===== src/rtl/cve2_rvfi_trace_streamer.sv =====
// cve2_rvfi_trace_streamer: buffers RVFI retire records and streams each as four 32-bit beats
module cve2_rvfi_trace_streamer #(
  parameter int Depth = 4
) (
  input  logic        clk_i,
  input  logic        rst_ni,
  input  logic        trace_en_i,
  input  logic        rvfi_valid,
  input  logic [31:0] rvfi_pc_rdata,
  input  logic [31:0] rvfi_insn,
  input  logic [4:0]  rvfi_rd_addr,
  input  logic [31:0] rvfi_rd_wdata,
  input  logic        rvfi_trap,
  input  logic        rvfi_intr,
  input  logic [3:0]  rvfi_mem_rmask,
  input  logic [3:0]  rvfi_mem_wmask,
  output logic        trace_valid_o,
  input  logic        trace_ready_i,
  output logic [31:0] trace_data_o,
  output logic        trace_last_o,
  output logic [15:0] drop_count_o
);
  localparam int Aw = $clog2(Depth);
  typedef enum logic [1:0] {HDR, PC, INSN, DATA} beat_e;
  beat_e       beat_q, beat_d;
  logic [Aw:0] wr_q, wr_d, rd_q, rd_d;
  logic [11:0] seq_q, seq_d;
  logic        drop_q, drop_d;
  logic [15:0] drop_cnt_q, drop_cnt_d;
  logic [31:0] mem_q [Depth][4];
  logic        full, empty, capture, push, drop, accept, pop;
  logic [31:0] hdr;
  assign full    = (wr_q[Aw] != rd_q[Aw]) && (wr_q[Aw-1:0] == rd_q[Aw-1:0]);
  assign empty   = wr_q == rd_q;
  assign capture = rvfi_valid && trace_en_i;
  assign push    = capture && !full;
  assign drop    = capture && full;
  assign accept  = trace_valid_o && trace_ready_i;
  assign pop     = accept && beat_q == DATA;
  assign hdr     = {4'hA, drop_q, rvfi_trap, rvfi_intr, rvfi_rd_addr, rvfi_mem_wmask, rvfi_mem_rmask, seq_q};
  assign trace_valid_o = !empty;
  assign trace_last_o  = trace_valid_o && beat_q == DATA;
  assign trace_data_o  = trace_valid_o ? mem_q[rd_q[Aw-1:0]][beat_q] : 32'd0;
  assign drop_count_o  = drop_cnt_q;
  // next-state: pointers, sequence number, sticky drop flag, saturating drop counter, beat FSM
  always_comb begin
    wr_d       = wr_q + {{Aw{1'b0}}, push};
    rd_d       = rd_q + {{Aw{1'b0}}, pop};
    seq_d      = seq_q + {11'd0, push};
    drop_d     = push ? 1'b0 : (drop ? 1'b1 : drop_q);
    drop_cnt_d = (drop && drop_cnt_q != 16'hFFFF) ? drop_cnt_q + 16'd1 : drop_cnt_q;
    beat_d     = accept ? beat_e'(beat_q + 2'd1) : beat_q;
  end
  // control state, cleared asynchronously so buffered records vanish at once
  always_ff @(posedge clk_i or negedge rst_ni) begin
    if (!rst_ni) begin
      wr_q       <= '0;
      rd_q       <= '0;
      seq_q      <= '0;
      drop_q     <= 1'b0;
      drop_cnt_q <= '0;
      beat_q     <= HDR;
    end else begin
      wr_q       <= wr_d;
      rd_q       <= rd_d;
      seq_q      <= seq_d;
      drop_q     <= drop_d;
      drop_cnt_q <= drop_cnt_d;
      beat_q     <= beat_d;
    end
  end
  // record storage; contents are only observed behind the occupancy pointers, so no reset
  always_ff @(posedge clk_i) begin
    if (push) mem_q[wr_q[Aw-1:0]] <= '{hdr, rvfi_pc_rdata, rvfi_insn, rvfi_rd_wdata};
  end
endmodule


===== config.mk =====
export PLATFORM = sky130hd
export DESIGN_NAME = cve2_rvfi_trace_streamer
export DESIGN_NICKNAME = d
export VERILOG_FILES = /design/src/rtl/cve2_rvfi_trace_streamer.sv
export SDC_FILE = /design/constraint.sdc
export NUM_CORES = 1
export LEC_CHECK = 0
export CAP_MARGIN = 20
export CORE_MARGIN = 2
export CORE_UTILIZATION = 37
export CTS_CLUSTER_SIZE = 30
export DETAILED_ROUTE_END_ITERATION = 12
export PLACE_DENSITY = 0.57
export SLEW_MARGIN = 20
export SYNTH_ARGS = -nofsm -noshare
export SYNTH_HDL_FRONTEND = slang
export SYNTH_SLANG_ARGS = --single-unit

===== constraint.sdc =====
create_clock -name clk_i -period 16.52 [get_ports clk_i]
set_input_delay 4.956 -clock clk_i [delete_from_list [all_inputs] [get_ports clk_i]]
set_output_delay 4.956 -clock clk_i [all_outputs]
set_load 0.05 [all_outputs]

### Word level (Yosys, flattened, before mapping)

Memory sizes are Yosys's and may differ from the RTL's.
Cells that the tools add are included.

* order comparisons: 1
* add/subtract/negate cells: 5
* bitwise gates (word level): 1
* reductions and logical operators: 11
* multiplexer cells: 8
* equality and inequality tests: 5

Operators with widths (count)
* two-way mux 32 bit: 3
* binary-select mux 32 bit (select 2 bit): 1
* adder 16 x 1 -> 16 bit (second input constant): 1
* inequality test 16 bit (second input constant): 1
* adder 12 x 1 -> 12 bit: 1
* logical AND 1 bit: 8
* adder 3 x 1 -> 3 bit: 2
* two-way mux 1 bit: 4
* equality test 3 bit: 1
* >= comparator 3 bit (second input constant): 1
* inverter 2 -> 3 bit: 1
* adder 2 x 1 -> 2 bit (second input constant): 1
* equality test 2 bit: 1
* equality test 2 bit (second input constant): 1
* zero test 1 bit: 2
* nonzero test 2 bit: 1
* inequality test 1 bit: 1

* logic and storage cells: 38
* output and inout bits: 50
* bits in writable memories: 496
* bits of input ports: 116
* memories: 1
* register bits after elaboration: 37

Memory list
* mem_q: words 4, width 124, read ports 1, clocked after memory_dff 0, write ports 1, RTL line 30 `logic [31:0] mem_q [Depth][4];`

### Logic depth before layout (Yosys ltp)

Gate-level depths: netlist of the first run.

* word-level depth: 6
* mapped depth: 9
* depth with buffers taken out: 8

### Worst setup path after synthesis of the first run

No wires, ideal clock.

* kind: input port to flip-flop
* start point: in rvfi_valid
* end point: mem mem_q[0][0] (netlist bit), enable pin
* arrival time: 16836 ps
* buffers on the path: 0
* setup slack: -1227 ps
* setup time: 911 ps
* stages on the path: 2
* required time: 15609 ps
* cell sequence: nand2_1 nor4_1

* word-level cells in the longest chain between the ends: 4

RTL lines
* start, declared: RTL line 8 `input logic rvfi_valid,`
* logical AND 1 bit: RTL line 35 `assign capture = rvfi_valid && trace_en_i;`
* logical AND 1 bit: RTL line 36 `assign push = capture && !full;`
* two-way mux 1 bit: RTL line 74 `if (push) mem_q[wr_q[Aw-1:0]] <= '{hdr, rvfi_pc_rdata, rvfi_insn, rvfi_rd_wdata};`
* two-way mux 1 bit (not written as such): RTL line 74
* end, declared: RTL line 30

Every way passes these cells.

### Worst setup path in the final report of the first run

* start point: reg rd_q[1]
* end point: out trace_data_o[9]

* word-level cells in the longest chain between the ends: 5
* elaborated cells between the ends (all ways): 6
* classes of those cells: eq/ne (1); mux (4); memory (1)

RTL lines
* start, declared: RTL line 26 `logic [Aw:0] wr_q, wr_d, rd_q, rd_d;`
* start signal, assigned: RTL line 65 `rd_q <= rd_d;`
* memory (4 x 124 bit)
* binary-select mux 32 bit (select 2 bit): RTL line 43 `assign trace_data_o = trace_valid_o ? mem_q[rd_q[Aw-1:0]][beat_q] : 32'd0;`
* two-way mux 32 bit (not written as such) (2 in a row): RTL line 43
* two-way mux 32 bit (*): RTL line 43
* end, declared: RTL line 19 `output logic [31:0] trace_data_o,`

Every way passes the cells marked *; elsewhere a longest branch is shown, timed or not. The select of a mux whose other input is x is not followed.

==> impl_metrics.json, run 1 <==
{
  "layout.cells.non_filler": 1859,
  "dpl_cell_area_um2": 22900,
  "pwr-share-comb_pct": 34.7,
  "fmax_ghz": 0.107,
  "rows": 86,
  "power_density_nw_per_um2": 187,
  "synthArstFlopShare_pct": 6.94,
  "synth-edff-count": 496,
  "grt_pass1_wl_mm": 66.4,
  "place.gp.congestion": 0.741,
  "post_drt_wl_per_cell_um": 23.8,
  "ctsLongestPathBuffers": 3,
  "switching_power_mw": 1.60,
  "cts_hold_repair.buffers": 0,
  "synth_cells": 921,
  "grt_usage_pct": 15.7,
  "yosysSeqAreaShare_pct": 77.4,
  "final_nets": 1234,
  "path_clk_slew_ns": 0.06,
  "cts_tree": "yes",
  "cts.sinks": 533,
  "maxCapViolCount": 0,
  "synth_top_area_share_pct": 72.9,
  "period_needed_ns": 9.36,
  "fin_crit_sh_pct": 56.6,
  "grt_max_degree": 125,
  "cts-root-buf": "clkbuf_16",
  "drt-initial-drc-count": 582,
  "holdPathStages": 1,
  "via_count": 9752,
  "ys.flop_type": "edfxtp_1",
  "syn_nets": 1044,
  "netlist_top_cells_area": "edfxtp_1 (73%), mux4_2 (14%), dfrtp_1 (4.5%)",
  "post_cts_resized": 0,
  "finClkSkew_ns": 0.0377,
  "synth_cell_types": 41,
  "drive_gt1_share_pct": 20.8,
  "place_ws_ns": 7.61,
  "slew_headroom_pct": 25.5,
  "place_inst": 1758,
  "route.detailed.drc": 0,
  "num_io_pins": 166,
  "tightest_slew_ns": 1.12,
  "core_region_area_um2": 54900,
  "yosys.cell_count.top_type": "edfxtp_1",
  "wirelength_mm": 44.3,
  "syn_to_final_growth_pct": 20.9,
  "avgViaCountPerCell": 5.25,
  "crit_path_start_kind": "flop",
  "hpwl_mm": 24.8,
  "rr_worst_depth": 6,
  "fin_area_um2": 24700,
  "setup_tns_ns": 0,
  "postCtsSetupBuffers": 0,
  "worst_slack_ns": 7.16,
  "ant_nets": 0,
  "critPathMaxFanout": 67,
  "rsz0062_at_grt": "false",
  "die_x_um": 239,
  "io_buffers": 165,
  "slew_viol_final": 0,
  "yosys.area.top_type": "edfxtp_1",
  "die_area_um2": 57100,
  "p_seq_share_pct": 38.6,
  "irDropWorstVdd_mv": 0.214,
  "insertion_delay_ns": 0.61,
  "yosys_warnings": 0,
  "first_global_vias": 10300,
  "antenna_cells": 0,
  "power_switching_share_pct": 34.6,
  "critPathCaptureType": "primary output",
  "firstDrtPassIters": 7,
  "crit_type": "reg2out",
  "setup_viol": 0,
  "antenna_found_initial": 3,
  "slowest_delay_ns": 1.05,
  "p_leak_nw": 7.90,
  "h-tree-depth": 2,
  "crit_chain": "buf_4, mux4_2, a22oi_1, a21oi_1, clkdlybuf4s50_1",
  "status": "complete, no violations",
  "synth_commonest_cells": "edfxtp_1 (496), mux4_2 (124), a22oi_1 (58)",
  "numCtsBuffers": 55,
  "p_clk_share_pct": 26.7,
  "overflow": 0,
  "critPathSlowestCell": "dfrtp_4",
  "internal-power_mw": 3.01,
  "synth_seq_cells": 533,
  "start_util_pct": 37.2,
  "hp-class": "reg2reg",
  "finalHoldViolCount": 0,
  "avgSynthCellArea_um2": 22.2,
  "arrival_ns": 4.40,
  "syn_area_um2": 20400,
  "die_height_um": 239,
  "cp.required_ns": 11.56
}
per-layer routing:
| metal | vias up | track usage [%] | wire [um] | share of wire, % |
|---|---|---|---|---|
| li1 | 4292 | - | - | - |
| met1 | 5158 | 21.3 | 19200 | 43 |
| met2 | 228 | 25.9 | 22000 | 50 |
| met3 | 68 | 3.45 | 2210 | 5.0 |
| met4 | 6 | 4.13 | 936 | 2.1 |
| met5 | - | 0 | 33 | 0.074 |
registers in the layout, indices dropped and copies added, names as in the netlist:
| signal | flops |
|---|---|
| beat_q | 2 |
| drop_count_o | 16 |
| drop_q | 1 |
| mem_q | 496 |
| rd_q | 3 |
| seq_q | 12 |
| wr_q | 3 |
kinds of logic (layout without fill, tap and decap cells):
kind of cell	after synthesis	count (layout)	share of synthesized area, %
mux	129	129	13.9
flops	533	533	77.4
simple gates	74	74	2.23
fa+ha+maj	7	7	0.429
buf+inv	49	283	1.30
compound gates	98	98	3.25
xor+xnor	31	31	1.44
power by group through the flow:
| stage | Combinational, mW | Clock, mW | Sequential, mW |
|---|---|---|---|
| 6_report | 1.60 | 1.23 | 1.78 |
| 4_1_cts | 1.64 | 1.27 | 1.78 |
| 2_1_floorplan | 1.12 | 0 | 1.78 |
| 5_1_grt | 1.70 | 1.32 | 1.80 |
| 3_5_place_dp | 1.63 | 0 | 1.81 |
| 3_3_place_gp | 1.63 | 0 | 1.80 |
metrics by stage:
stage	hold WS, ns	util [%]	power [mW]
global placement	0.483	41.7	3.43
global route	0.524	45.0	4.82
detailed placement	0.489	41.7	3.44
finish	0.500	45.0	4.61
floorplan	0.473	-	2.90
CTS	0.500	45.0	4.68
cell type report:
| class | count | area [um^2] |
|---|---|---|
| Clock buffer | 69 | 1430 |
| Multi-Input combinational cell | 339 | 4410 |
| Tap cell | 704 | 881 |
| Timing Repair Buffer | 180 | 1780 |
| Inverter | 2 | 7.51 |
| Sequential cell | 533 | 15800 |
| Fill cell | 4661 | 30200 |
| Clock inverter | 32 | 369 |
worst paths after layout:
kind | start | endpoint | slack (ns)
max in group asynchronous | rst_ni | rd_q[0]$_DFF_PN0_ | 11.38
min in group asynchronous | rst_ni | seq_q[9]$_DFF_PN0_ | 4.48
max | rd_q[1]$_DFF_PN0_ | trace_data_o[9] | 7.16
min reg2reg | drop_count_o[7]$_DFFE_PN0P_ | drop_count_o[7]$_DFFE_PN0P_ | 0.50
max reg2reg | rd_q[1]$_DFF_PN0_ | mem_q[1][69]$_DFFE_PP_ | 12.16
min | drop_count_o[7]$_DFFE_PN0P_ | drop_count_o[7]$_DFFE_PN0P_ | 0.50
critical path, delay by kind of cell (launching register included):
family,cells,cell delay [ns]
AO/OA/AOI/OAI,2,0.47
buffers and inverters,2,1.83
flip-flops,1,1.05
multiplexers,1,0.39
layout by cell type (no fill, tap or decap), types with 2 or more instances in the layout:
| master | instances |
|---|---|
| a211oi_1 | 2 |
| edfxtp_1 | 496 |
| nor2b_4 | 3 |
| ha_1 | 7 |
| clkdlybuf4s50_1 | 164 |
| clkbuf_1 | 14 |
| mux2_1 | 3 |
| dfrtp_4 | 2 |
| a21oi_1 | 30 |
| and4_1 | 5 |
| nor2_4 | 2 |
| nand4_1 | 12 |
| buf_4 | 13 |
| nor3_1 | 3 |
| o211ai_1 | 3 |
| xnor2_1 | 19 |
| clkinv_2 | 10 |
| nor4_1 | 4 |
| nand2_1 | 12 |
| dfrtp_1 | 35 |
| nor2b_1 | 2 |
| and2_1 | 4 |
| mux4_2 | 124 |
| xor2_1 | 9 |
| inv_6 | 2 |
| a22oi_1 | 58 |
| clkinv_1 | 9 |
| nor2_1 | 2 |
| nor4_2 | 2 |
| bufinv_16 | 7 |
| and3_1 | 7 |
| mux2i_1 | 2 |
| o21ai_0 | 2 |
| nand3_1 | 8 |
| clkbuf_16 | 55 |
| xnor2_2 | 2 |
Note: power is estimated with default switching activity, not from simulation.
==> inputs of run 2 (changes only) <==
--- a/config.mk
+++ b/config.mk
@@ -10,7 +10,7 @@
 export CORE_UTILIZATION = 37
 export CTS_CLUSTER_SIZE = 30
 export DETAILED_ROUTE_END_ITERATION = 12
-export PLACE_DENSITY = 0.57
+export PLACE_DENSITY = 0.59
 export SLEW_MARGIN = 20
 export SYNTH_ARGS = -nofsm -noshare
 export SYNTH_HDL_FRONTEND = slang
==> constraint.sdc (replaced) <==
create_clock -name clk_i -period 8.1 [get_ports clk_i]
set_input_delay 2.43 -clock clk_i [delete_from_list [all_inputs] [get_ports clk_i]]
set_output_delay 2.43 -clock clk_i [all_outputs]
set_load 0.05 [all_outputs]
==> run 2 against run 1 <==
  * First-iteration DRC count is the same
  * Power increased by 100%
  * Critical path type unchanged
  * Critical path depth is the same
  * Final cell count barely moved
  * Count of clock-buffer cells in the layout is 4 higher
==> impl_metrics.json, run 2 (synthesis gave the netlist of run 1 again) <==
{
  "drive_gt1_share_pct": 20.6,
  "h-tree-depth": 2,
  "cts_tree": "yes",
  "insertion_delay_ns": 0.61,
  "overflow": 0,
  "setup_viol": 0,
  "grt_max_degree": 125,
  "via_count": 9749,
  "postCtsSetupBuffers": 0,
  "die_area_um2": 57100,
  "place.gp.congestion": 0.748,
  "start_util_pct": 37.2,
  "wirelength_mm": 43.6,
  "crit_start": "rd_q[0]$_DFF_PN0_",
  "post_cts_resized": 0,
  "num_io_pins": 166,
  "holdPathStages": 1,
  "final_nets": 1231,
  "rr_worst_depth": 4,
  "hp-class": "reg2reg",
  "grt_pass1_wl_mm": 65.9,
  "avgViaCountPerCell": 5.25,
  "cp.required_ns": 5.67,
  "finClkSkew_ns": 0.0244,
  "crit_type": "reg2out",
  "fmax_ghz": 0.160,
  "crit_path_start_kind": "flop",
  "crit_chain": "buf_12, mux4_2, a22oi_1, a21oi_1, clkdlybuf4s50_1",
  "path_clk_slew_ns": 0.06,
  "critPathSlowestCell": "dfrtp_4",
  "cts-root-buf": "clkbuf_16",
  "finalHoldViolCount": 0,
  "ant_nets": 0,
  "drt-initial-drc-count": 582,
  "status": "complete, no violations",
  "slowest_delay_ns": 0.98,
  "largest_register_ff_count": 496,
  "irDropWorstVdd_mv": 0.471,
  "utilization_pct": 45.0,
  "critPathCaptureType": "primary output",
  "route.detailed.drc": 0,
  "place_ws_ns": 2.38,
  "cts_hold_repair.buffers": 0,
  "ctsLongestPathBuffers": 3,
  "power_density_nw_per_um2": 376,
  "core_region_area_um2": 54900,
  "post_drt_wl_per_cell_um": 23.4,
  "antenna_found_initial": 6,
  "finalPower_mw": 9.29,
  "worst_slack_ns": 1.86,
  "maxCapViolCount": 0,
  "rows": 86,
  "firstDrtPassIters": 5,
  "die_height_um": 239,
  "fin_crit_sh_pct": 77.1,
  "tightest_slew_ns": 1.13,
  "critPathMaxFanout": 52,
  "hp-start": "drop_count_o[7]$_DFFE_PN0P_",
  "die_x_um": 239,
  "slew_viol_final": 0,
  "io_buffers": 165,
  "arrival_ns": 3.81,
  "numCtsBuffers": 55,
  "layout_commonest_cell": "edfxtp_1",
  "period_needed_ns": 6.24,
  "nFillCells": 4676,
  "slew_headroom_pct": 24.8,
  "grt_usage_pct": 15.5,
  "hpwl_mm": 24.7,
  "multi_input_area_um2": 4410,
  "rsz0062_at_grt": "false",
  "p_leak_nw": 7.87,
  "setup_tns_ns": 0,
  "mostFrequentLayoutCells": "edfxtp_1 (496), clkdlybuf4s50_1 (164), mux4_2 (124)",
  "syn_to_final_growth_pct": 20.8,
  "first_global_vias": 10500,
  "register_area_um2": 15800,
  "cts.sinks": 533,
  "r2r-start": "rd_q[0]$_DFF_PN0_"
}
## run 2: cell count changes in the layout (fill, tap and decap cells not counted), moves of 2 or more
cell       delta
buf_12        +6
buf_4         -9
bufinv_16     -4
clkbuf_1      +2
clkbuf_8      +2
clkinv_2      +3
## run 2: cell type report
| class | instances | share of cell area [%] |
|---|---|---|
| Antenna cell | 1 | 0.0101 |
| Clock buffer | 73 | 5.93 |
| Clock inverter | 29 | 1.03 |
| Inverter | 2 | 0.0304 |
| Multi-Input combinational cell | 339 | 17.8 |
| Sequential cell | 533 | 64.1 |
| Tap cell | 704 | 3.57 |
| Timing Repair Buffer | 177 | 7.47 |
## run 2: path summary, 6_finish.rpt
path / to / slack, ns
max: trace_data_o[16] / 1.86
min: drop_count_o[7]$_DFFE_PN0P_ / 0.50
max reg2reg: mem_q[3][81]$_DFFE_PP_ / 4.57
min reg2reg: drop_count_o[7]$_DFFE_PN0P_ / 0.50
max in group asynchronous: rd_q[1]$_DFF_PN0_ / 5.50
min in group asynchronous: drop_count_o[1]$_DFFE_PN0P_ / 1.94
## run 2: metal layers
layer,part of all wire [%],vias to the layer above,GRT usage [%]
met2,49,186,25.7
met5,0.14,-,0
met1,44,5203,20.7
li1,-,4283,-
met3,4.9,67,3.82
met4,1.7,10,3.94
## run 2: critical path, delay by kind of cell (launching register included)
family / cells / cell delay, ns
mux: 1 / 0.56
compound gates: 2 / 0.41
buf+inv: 2 / 1.21
flops: 1 / 0.98
## run 2: power by group
| part | internal, mW | leakage [nW] | switching, mW |
|---|---|---|---|
| Combinational | 1.28 | 2.05 | 1.96 |
| Sequential | 3.41 | 4.98 | 0.257 |
| Clock | 1.37 | 0.840 | 1.02 |
| Total | 6.05 | 7.87 | 3.24 |
## run 2: per-stage QoR
stage | hold slack [ns] | std cells | instance area [um^2]
floorplan | 0.473 | 921 | 20500
global placement | 0.497 | 1754 | 22900
detailed placement | 0.489 | 1755 | 23000
CTS | 0.506 | 1857 | 24700
global route | 0.531 | 1858 | 24700
finish | 0.503 | 1858 | 24700
==> inputs of run 3 (changes only) <==
--- a/config.mk
+++ b/config.mk
@@ -10,7 +10,7 @@
 export CORE_UTILIZATION = 37
 export CTS_CLUSTER_SIZE = 30
 export DETAILED_ROUTE_END_ITERATION = 12
-export PLACE_DENSITY = 0.59
+export PLACE_DENSITY = 0.57
 export SLEW_MARGIN = 20
 export SYNTH_ARGS = -nofsm -noshare
 export SYNTH_HDL_FRONTEND = slang
==> constraint.sdc (replaced) <==
create_clock -name clk_i -period 6.3 [get_ports clk_i]
set_input_delay 1.89 -clock clk_i [delete_from_list [all_inputs] [get_ports clk_i]]
set_output_delay 1.89 -clock clk_i [all_outputs]
set_load 0.05 [all_outputs]
==> run 3 against run 2 <==
  * Utilization up 0.35 points
  * Worst hold slack worse by 0.0050 ns
  * Power rose by 31%
  * Clock skew is 0.011 ns lower
  * Combinational power rose by 31%
  * Final cell count grew 0.43%
  * Count of clock-buffer cells in the layout fell by 5
  * Sequential power rose by 26%
==> impl_metrics.json, run 3 (synthesis gave the netlist of run 1 again) <==
{
  "status": "complete, no violations",
  "irDropWorstVdd_mv": 0.984,
  "worst_slack_ns": 0.691,
  "hpwl_mm": 24.7,
  "insertion_delay_ns": 0.60,
  "rsz0062_at_grt": "false",
  "hp-class": "reg2reg",
  "finalPower_mw": 12.2,
  "dpl_cell_area_um2": 23000,
  "p_clk_share_pct": 27.3,
  "finClkSkew_ns": 0.0135,
  "avgViaCountPerCell": 5.24,
  "final_nets": 1234,
  "die_height_um": 239,
  "power_switching_share_pct": 34.3,
  "grt_pass1_wl_mm": 65.9,
  "start_util_pct": 37.2,
  "ant_nets": 0,
  "antenna_found_initial": 4,
  "internal-power_mw": 8.01,
  "cp.required_ns": 4.41,
  "crit_path_start_kind": "flop",
  "io_buffers": 165,
  "arrival_ns": 3.72,
  "largest_register_ff_count": 496,
  "path_clk_slew_ns": 0.07,
  "wirelength_mm": 44.0,
  "core_region_area_um2": 54900,
  "tightest_slew_ns": 0.984,
  "grt_max_degree": 125,
  "postCtsSetupBuffers": 0,
  "route.detailed.drc": 0,
  "first_global_vias": 10300,
  "place.gp.congestion": 0.726,
  "slowest_delay_ns": 0.89,
  "drive_gt1_share_pct": 21.2,
  "die_area_um2": 57100,
  "die_x_um": 239,
  "power_density_nw_per_um2": 491,
  "num_io_pins": 166,
  "rows": 86,
  "cts-root-buf": "clkbuf_16",
  "finalHoldViolCount": 0,
  "layout.cells.non_filler": 1866,
  "firstDrtPassIters": 5,
  "switching_power_mw": 4.19,
  "place_inst": 1758,
  "utilization_pct": 45.3,
  "grt_usage_pct": 15.5,
  "crit_type": "reg2out",
  "cts.sinks": 533,
  "maxCapViolCount": 0,
  "layout_commonest_cell": "edfxtp_1",
  "period_needed_ns": 5.61,
  "ctsLongestPathBuffers": 3,
  "fmax_ghz": 0.178,
  "fin_area_um2": 24900,
  "place_ws_ns": 1.19,
  "multi_input_area_um2": 4420,
  "register_area_um2": 15800,
  "overflow": 0,
  "post_cts_resized": 0,
  "nFillCells": 4654,
  "whs_ns": 0.498,
  "mostFrequentLayoutCells": "edfxtp_1 (496), clkdlybuf4s50_1 (164), mux4_2 (124)",
  "p_seq_share_pct": 37.8,
  "slew_headroom_pct": 34.4,
  "slew_viol_final": 0,
  "syn_to_final_growth_pct": 21.8,
  "crit_chain": "and2_2, a22oi_1, a21oi_1, clkdlybuf4s50_1",
  "fin_crit_sh_pct": 89.0,
  "critPathSlowestCell": "and2_2",
  "critPathCaptureType": "primary output",
  "cts_hold_repair.buffers": 0,
  "via_count": 9775,
  "setup_viol": 0,
  "p_leak_nw": 7.95,
  "drt-initial-drc-count": 547,
  "pwr-share-comb_pct": 34.9,
  "setup_tns_ns": 0,
  "numCtsBuffers": 55,
  "cts_tree": "yes",
  "h-tree-depth": 2,
  "critPathMaxFanout": 30,
  "post_drt_wl_per_cell_um": 23.6
}
run 3: area by class of cell:
class / count / share of cell area [%]
Clock buffer: 68 / 5.93
Sequential cell: 533 / 63.6
Inverter: 2 / 0.0302
Antenna cell: 4 / 0.0402
Clock inverter: 36 / 1.60
Multi-Input combinational cell: 339 / 17.8
Timing Repair Buffer: 180 / 7.47
Tap cell: 704 / 3.54
run 3: power by group through the flow:
stage	Clock (mW)	Sequential (mW)	Combinational [mW]
after CTS	3.43	4.62	4.36
after floorplan	0	4.64	2.95
final	3.34	4.61	4.25
after global routing	3.57	4.67	4.52
after global placement	0	4.68	4.35
after detailed placement	0	4.70	4.35
run 3: worst paths after layout:
path	start	to	slack (ns)	cells past startpoint
worst max register to register	rd_q[0]$_DFF_PN0_	rd_q[2]$_DFF_PN0_	3.16	9
max in group asynchronous	rst_ni	rd_q[1]$_DFF_PN0_	4.22	1
worst min-delay path	drop_count_o[7]$_DFFE_PN0P_	drop_count_o[7]$_DFFE_PN0P_	0.50	1
worst max-delay path	beat_q[0]$_DFFE_PN0P_	trace_data_o[8]	0.69	4
min in group asynchronous	rst_ni	drop_count_o[6]$_DFFE_PN0P_	1.41	1
worst min register to register	drop_count_o[7]$_DFFE_PN0P_	drop_count_o[7]$_DFFE_PN0P_	0.50	1
run 3: worst max-delay path: cells and delay by family, from the launching register on:
| kind | cells | cell delay, ns |
|---|---|---|
| flops | 1 | 0.67 |
| compound gates | 2 | 0.63 |
| simple gates | 1 | 0.89 |
| buf+inv | 1 | 0.88 |
run 3: layer usage:
layer | track usage (%) | share of wire [%]
met2 | 25.5 | 50
met3 | 3.09 | 5.5
met4 | 4.26 | 2.0
met1 | 21.2 | 43
met5 | 0 | 0.086
